--- config.mk ---
export PLATFORM = sky130hd
export DESIGN_NAME = alu_issue
export DESIGN_NICKNAME = d
export VERILOG_FILES = /design/src/rtl/alu_issue.sv
export SDC_FILE = /design/constraint.sdc
export NUM_CORES = 1
export LEC_CHECK = 0
export ABC_AREA = 1
export CELL_PAD_IN_SITES_DETAIL_PLACEMENT = 0
export CELL_PAD_IN_SITES_GLOBAL_PLACEMENT = 2
export CORE_UTILIZATION = 22
export DETAILED_ROUTE_END_ITERATION = 16
export GPL_TIMING_DRIVEN = 0
export PLACE_DENSITY = 0.95
export SLEW_MARGIN = 40
export SYNTH_ARGS = -nofsm -noshare
export SYNTH_HDL_FRONTEND = slang
export SYNTH_SLANG_ARGS = --single-unit
--- constraint.sdc ---
create_clock -name clk -period 2.3 [get_ports clk]
set_input_delay 0.345 -clock clk [delete_from_list [all_inputs] [get_ports clk]]
set_output_delay 0.345 -clock clk [all_outputs]
set_load 0.01 [all_outputs]
--- src/rtl/alu_issue.sv ---
// Single-entry issue stage between fetch and the ALU. It decodes an RV32IM
// OP/OP-IMM/LUI instruction, reads operands with write-back bypass, and holds one request.
module alu_issue #(
  parameter bit FWD_EN = 1'b1
) (
  input  logic        clk,
  input  logic        rst,
  input  logic        in_valid,
  output logic        in_ready,
  input  logic [31:0] in_instr,
  output logic [4:0]  rs1_addr,
  output logic [4:0]  rs2_addr,
  input  logic [31:0] rs1_data,
  input  logic [31:0] rs2_data,
  input  logic        wb_en,
  input  logic [4:0]  wb_rd,
  input  logic [31:0] wb_data,
  input  logic        flush,
  output logic        out_valid,
  input  logic        out_ready,
  output logic [31:0] out_a,
  output logic [31:0] out_b,
  output logic [2:0]  out_funct3,
  output logic [6:0]  out_funct7,
  output logic [4:0]  out_rd,
  output logic        out_illegal
);
  localparam logic [6:0] OPC_OP     = 7'b0110011;
  localparam logic [6:0] OPC_OP_IMM = 7'b0010011;
  localparam logic [6:0] OPC_LUI    = 7'b0110111;

  logic [6:0]       opcode;
  logic [2:0]       f3_field;
  logic [6:0]       f7_field;
  logic [1:0][4:0]  src_addr;
  logic [1:0][31:0] src_data;
  logic [1:0][31:0] operand;
  logic             accept;
  logic             legal;

  logic [31:0] a_next, b_next;
  logic [2:0]  funct3_next;
  logic [6:0]  funct7_next;
  logic [4:0]  rd_next;
  logic        illegal_next;

  logic        valid_reg;
  logic [31:0] a_reg, b_reg;
  logic [2:0]  funct3_reg;
  logic [6:0]  funct7_reg;
  logic [4:0]  rd_reg;
  logic        illegal_reg;

  assign opcode      = in_instr[6:0];
  assign f3_field    = in_instr[14:12];
  assign f7_field    = in_instr[31:25];
  assign src_addr[0] = in_instr[19:15];
  assign src_addr[1] = in_instr[24:20];
  assign src_data[0] = rs1_data;
  assign src_data[1] = rs2_data;
  assign rs1_addr    = src_addr[0];
  assign rs2_addr    = src_addr[1];

  assign in_ready = !rst && !flush && (!valid_reg || out_ready);
  assign accept   = in_valid && in_ready;

  // x0 wins over forwarding; bypass only matters in the accept cycle.
  for (genvar gi = 0; gi < 2; gi++) begin : g_operand
    assign operand[gi] = (src_addr[gi] == 5'd0) ? 32'd0 :
                         (FWD_EN && wb_en && (wb_rd == src_addr[gi])) ? wb_data :
                         src_data[gi];
  end

  always_comb begin
    a_next      = operand[0];
    b_next      = operand[1];
    funct3_next = f3_field;
    funct7_next = 7'd0;
    rd_next     = in_instr[11:7];
    legal       = 1'b0;
    case (opcode)
      OPC_OP: begin
        funct7_next = f7_field;
        legal = (f7_field == 7'b0000000) || (f7_field == 7'b0000001) ||
                ((f7_field == 7'b0100000) && ((f3_field == 3'b000) || (f3_field == 3'b101)));
      end
      OPC_OP_IMM: begin
        b_next = {{20{in_instr[31]}}, in_instr[31:20]};
        legal  = 1'b1;
        if (f3_field == 3'b001) begin
          legal = (f7_field == 7'd0);
        end else if (f3_field == 3'b101) begin
          // Only shift-right immediates carry a funct7 (SRLI vs SRAI).
          funct7_next = f7_field;
          legal = (f7_field == 7'b0000000) || (f7_field == 7'b0100000);
        end
      end
      OPC_LUI: begin
        a_next      = 32'd0;
        b_next      = {in_instr[31:12], 12'd0};
        funct3_next = 3'd0;
        legal       = 1'b1;
      end
      default: legal = 1'b0;
    endcase
    illegal_next = !legal;
    if (!legal) begin
      a_next      = 32'd0;
      b_next      = 32'd0;
      funct3_next = 3'd0;
      funct7_next = 7'd0;
      rd_next     = 5'd0;
    end
  end

  always_ff @(posedge clk) begin
    if (rst) begin
      valid_reg   <= 1'b0;
      a_reg       <= '0;
      b_reg       <= '0;
      funct3_reg  <= '0;
      funct7_reg  <= '0;
      rd_reg      <= '0;
      illegal_reg <= 1'b0;
    end else if (flush) begin
      valid_reg <= 1'b0;
    end else if (accept) begin
      valid_reg   <= 1'b1;
      a_reg       <= a_next;
      b_reg       <= b_next;
      funct3_reg  <= funct3_next;
      funct7_reg  <= funct7_next;
      rd_reg      <= rd_next;
      illegal_reg <= illegal_next;
    end else if (out_ready) begin
      valid_reg <= 1'b0;
    end
  end

  assign out_valid   = valid_reg;
  assign out_a       = a_reg;
  assign out_b       = b_reg;
  assign out_funct3  = funct3_reg;
  assign out_funct7  = funct7_reg;
  assign out_rd      = rd_reg;
  assign out_illegal = illegal_reg;
endmodule

== Word-level counts from Yosys, hierarchy flattened ==
Cells that the tools add are included.

* Bits in registers: 81
* Output and inout port bits: 92
* Input port bits: 139
* Memories kept: 0
* Memory bits (writable): 0
* Latch bits: 0
* Memory bits (read-only): 0

* Multiply operators: 0
* Bitwise operators: 1
* Div/mod/pow operators: 0
* $lt $le $gt $ge: 0
* Add/subtract/negate cells: 0
* Equality and inequality tests: 9
* Mux-type cells: 20
* Reductions and logical operators: 22
* Shift-type cells: 0

{| class="wikitable"
|+ Operators with widths
! cell !! number
|-
| $mux W32 || 7
|-
| $pmux W32 S2 || 1
|-
| $eq A7 B6 Y1 const B || 3
|-
| $mux W7 || 3
|-
| $pmux W7 S2 || 1
|-
| $eq A5 B5 Y1 || 2
|-
| $logic_not A5 Y1 || 2
|-
| $eq A7 B1 Y1 const B || 1
|-
| $eq A7 B5 Y1 const B || 1
|-
| $logic_not A7 Y1 || 1
|-
| $logic_and A1 B1 Y1 || 6
|-
| $mux W3 || 2
|-
| $logic_or A1 B1 Y1 || 5
|-
| $mux W5 || 1
|-
| $logic_not A1 Y1 || 4
|-
| $mux W1 || 4
|-
| $eq A3 B1 Y1 const B || 1
|-
| $eq A3 B3 Y1 const B || 1
|-
| $logic_not A3 Y1 || 1
|-
| $pmux W1 S3 || 1
|-
| $reduce_and A2 Y1 || 1
|-
| $reduce_bool A2 Y1 || 1
|-
| $reduce_or A2 Y1 || 1
|-
| $not A1 Y1 || 1
|}

== Logic depth before layout (Yosys ltp) ==
Gate-level depths: netlist of run 1.

* Depth in word-level cells: 6
* Gate-level depth with buffers: 12
* Depth with buffers taken out: 12

== Worst setup path before layout of run 1 ==
Ideal clock, no wire load.

* Kind: input-to-reg
* Start point: input port rst
* End point: register b_reg[16] (netlist: out_b[16])
* Arrival: 1,532 ps
* Data required time: 2,172 ps
* Buffers on the path: 3
* Path slack: 640 ps
* Stages on the path: 9
* Path through: buf_2 -> nor2_2 -> inv_2 -> nor2_4 -> nand2_4 -> inv_2 -> buf_2 -> clkbuf_1 -> a21oi_1

* Cells in the longest elaborated chain, start to end: 5

{| class="wikitable"
|+ Ends and longest elaborated chain
! element !! RTL line !! RTL
|-
| start, declared || 7 || <nowiki>input logic rst,</nowiki>
|-
| $logic_not A1 Y1 || 64 || <nowiki>assign in_ready = !rst && !flush && (!valid_reg || out_ready);</nowiki>
|-
| $logic_and A1 B1 Y1 (2 in series) || 64 ||
|-
| via in_ready || 9 || <nowiki>output logic in_ready,</nowiki>
|-
| $logic_and A1 B1 Y1 || 65 || <nowiki>assign accept = in_valid && in_ready;</nowiki>
|-
| $reduce_and A2 Y1 (no line) || - ||
|-
| end signal, assigned || 130 || <nowiki>b_reg <= b_next;</nowiki>
|-
| end, declared || 48 || <nowiki>logic [31:0] a_reg, b_reg;</nowiki>
|}

The timed path passes the listed nets, and every way through them passes these cells.
A chain may end at the register's enable or synchronous reset.

== Worst setup path after layout of run 1 ==
* Start point: input port in_instr[20]
* End point: register b_reg[25] (netlist: out_b[25])

* Cells in the longest elaborated chain, start to end: 6

{| class="wikitable"
|+ Ends and longest elaborated chain
! element !! RTL line !! RTL
|-
| start, declared || 10 || <nowiki>input logic [31:0] in_instr,</nowiki>
|-
| $eq A5 B5 Y1 || 70 || <nowiki>(FWD_EN && wb_en && (wb_rd == src_addr[gi])) ? wb_data :</nowiki>
|-
| $logic_and A1 B1 Y1 || 70 ||
|-
| $mux W32 || 70 ||
|-
| $mux W32 * || 69 || <nowiki>assign operand[gi] = (src_addr[gi] == 5'd0) ? 32'd0 :</nowiki>
|-
| $pmux W32 S2 * || 81 || <nowiki>case (opcode)</nowiki>
|-
| $mux W32 * || 107 || <nowiki>if (!legal) begin</nowiki>
|}

Mark *: on every way between the ends. The rest lies on a longest branch, timed or not.

==> results of run 1 <==
==> per-stage QoR <==
stage	setup WS [ns]	instance area, sq um	std cells
after detailed placement	-0.533	7870	1438
final	0.236	8230	1458
after floorplan	0.640	5190	896
after CTS	0.0411	8180	1453
after global routing	0.00412	8230	1458
after global placement	-0.469	7870	1438
==> synthesized netlist by cell type <==
library cell	instances	area (sq um)
a21oi_1	73	365
buf_6	3	33.8
buf_2	19	95.1
inv_2	6	22.5
a31oi_4	1	21.3
nand3_1	90	450
nor3_1	3	15.0
and2_1	1	6.26
nor3_2	1	10.0
nor2_4	1	11.3
buf_1	1	3.75
or2_2	4	25.0
o21ai_2	1	8.76
nand2_4	1	11.3
nor2_2	1	6.26
clkbuf_1	33	124
o21bai_1	1	7.51
dfxtp_1	81	1620
nor2_1	61	229
nand2_1	305	1140
buf_4	10	75.1
inv_1	118	443
o21ai_0	41	205
nand3_2	1	10.0
or2_0	1	6.26
o21ai_1	1	5.00
nand4_1	35	219
nor3b_1	1	7.51
o22ai_1	1	6.26
==> where the power goes <==
part	internal (mW)	switching (mW)
Clock	0.833	0.612
Sequential	1.42	0.0118
Combinational	0.389	0.398
==> sequential cells by signal (all words and copies together) (netlist names) <==
register     cells
out_a           32
out_funct3       3
out_rd           5
out_valid        1
out_funct7       7
out_b           32
out_illegal      1
==> cells by family after synthesis <==
family / Yosys count / synth area share [%]
AO/OA/AOI/OAI: 119 / 11.9
buffers and inverters: 190 / 15.4
flip-flops: 81 / 31.2
AND/OR/NAND/NOR: 506 / 41.5
==> worst max path at each step <==
| stage | to | slack (ns) |
|---|---|---|
| 5_1_grt | out_a[22]$_SDFFE_PP0P_ | 0.004 |
| 3_3_place_gp | out_a[26]$_SDFFE_PP0P_ | -0.47 |
| 4_1_cts | out_b[0]$_SDFFE_PP0P_ | 0.04 |
| 3_5_place_dp | out_a[26]$_SDFFE_PP0P_ | -0.53 |
| 6_report | out_b[25]$_SDFFE_PP0P_ | 0.24 |
| 2_1_floorplan | out_b[16]$_SDFFE_PP0P_ | 0.64 |
==> final cells by class <==
type,instances,share of cell area (%)
Sequential cell,81,19.7
Clock buffer,10,2.78
Buffer,66,4.06
Tap cell,313,4.76
Timing Repair Buffer,232,28.2
Clock inverter,5,0.699
Inverter,124,5.66
Multi-Input combinational cell,625,34.1
Antenna cell,2,0.0608
==> layout by cell type (no fill, tap or decap), types with 3 or more instances in the layout <==
cell type	instances
nand3_1	90
a21oi_1	72
buf_2	19
buf_6	3
inv_2	6
clkinvlp_4	3
nor2_2	4
nand2_1	305
dfxtp_1	81
or2_2	4
clkdlybuf4s50_1	228
clkbuf_16	9
inv_1	118
clkbuf_1	32
nor2_1	57
buf_4	13
o21ai_0	41
nand4_1	35
==> worst max-delay path: stages <==
cell and delay, ns:
clkdlybuf4s50_1 0.60, inv_1 0.10, nand2_1 0.09, nand2_1 0.05, nor2_1 0.10, nand3_1 0.13, buf_2 0.22, clkbuf_2 0.21
nand2_1 0.09, nand3_1 0.06, nand2_1 0.10, nand3_1 0.11, a21oi_1 0.14
==> repair_timing <==
action                                 CTS  global route
setup endpoints to repair               41            37
gates resized for setup                  5             9
pin swaps                                0             2
endpoints found under the hold margin    0             0
hold buffers                             0             0
buffers inserted                         0             3
==> metal layers <==
| layer | vias to the layer above | track usage (%) | routed length [um] |
|---|---|---|---|
| met1 | 2773 | 22.7 | 10200 |
| li1 | 3303 | - | - |
| met3 | 32 | 3.92 | 1060 |
| met4 | 4 | 7.33 | 582 |
| met5 | - | 0 | 27 |
| met2 | 159 | 31.9 | 10600 |
==> impl_metrics.yaml, run 1 <==
outcome:
  status: "finished, final reports clean"
sta:
  period_share_pct: 89.8
  slew_headroom_pct: 62.7
  finalSetupTns_ns: 0
  whs_ns: 0.439
  skew_ns: 0.00930
  hold_violations: 0
  tightest_slew_ns: 0.558
  setup_viol: 0
  slew_violations: 0
  max_freq_mhz: 484
  fin_crit_ns: 2.06
  grt_setup_unrepaired: "false"
worst_setup_path:
  rr_worst_depth: 8
  worstSetupPathType: "input pin to register"
  r2r_start: "out_valid$_SDFFE_PP0P_"
  crit_required_ns: 2.59
  cp-start-kind: "input pin"
  cp.arrival_ns: 2.35
  regToRegSetupSlack_ns: 0.42
  cp-end-kind: "register"
  rr_endpoint: "out_b[26]$_SDFFE_PP0P_"
  cp_max_fo: 10
  cp-startpoint: "in_instr[20]"
finish:
  fin_nets: 1278
  n_fill_cell: 2572
  layout-drive-gt1-share_pct: 6.47
  regArea_sq_um: 1620
  multiInputGateArea_sq_um: 2810
  final_util_pct: 35.9
  areaGrowthSynthToFinish_pct: 58.6
global_route:
  overflow: 0
  grt_max_degree: 14
  grt_pass1_wl_um: 33900
  grt_pass1_vias: 6131
  track_usage_pct: 18.6
  antenna_found_initial: 4
floorplanning:
  design.core.area_sq_um: 22900
  fp-row-count: 55
  start_util_pct: 22.6
  die_area_sq_um: 24200
  die_x_um: 156
  fp.dieH_um: 156
  io_pins: 231
hold_path:
  min_from: "out_funct7[6]$_SDFFE_PP0P_"
  min_path_type: "register to register"
  min_to: "out_funct7[6]$_SDFFE_PP0P_"
  whs_path_depth: 2
clock_tree:
  clock_latency_ns: 0.35
  cts_made_buffers: 9
  cts_tree: "yes"
  cts.sink_count: 81
  clk_pin_slew_ns: 0.07
  htreeDepth: 3
  clockBufferDepth: 2
  cts_root_buf: "clkbuf_16"
synthesis:
  synth_nets: 1035
  syn_inst: 896
  synth.avg_cell_area_sq_um: 5.79
  ys_ff_latch: 81
  synth_seq_area_share_pct: 31.2
  synth_area_sq_um: 5190
  yosysUniqueCellTypes: 29
  yosysWarnings: 0
drt:
  wire_per_inst_um: 15.4
  vias: 6271
  ant_nets: 0
  drc: 0
  drt_wl_total_um: 22500
  drt-pass1-iter-count: 5
  drt-initial-drc-count: 378
  via_per_inst: 4.30
place:
  gp_congestion: 0.834
  portBuffers: 229
  hpwl_um: 18800
power:
  finalPower_mw: 3.67
  peakVddDrop_v: 0.000256
  powerDensity_nw_per_um2: 446
  p_leak_nw: 3.69
flow_run:
  maxCapViolCount: 0
No activity file was read; power rests on OpenSTA's default activity.
==> run 2: changes to the inputs <==
--- a/config.mk
+++ b/config.mk
@@ -12,7 +12,6 @@
 export DETAILED_ROUTE_END_ITERATION = 16
 export GPL_TIMING_DRIVEN = 0
 export PLACE_DENSITY = 0.95
-export SLEW_MARGIN = 40
 export SYNTH_ARGS = -nofsm -noshare
 export SYNTH_HDL_FRONTEND = slang
 export SYNTH_SLANG_ARGS = --single-unit
==> results of run 2 <==
The final DEF is identical to that of run 1; final timing and power are the same.
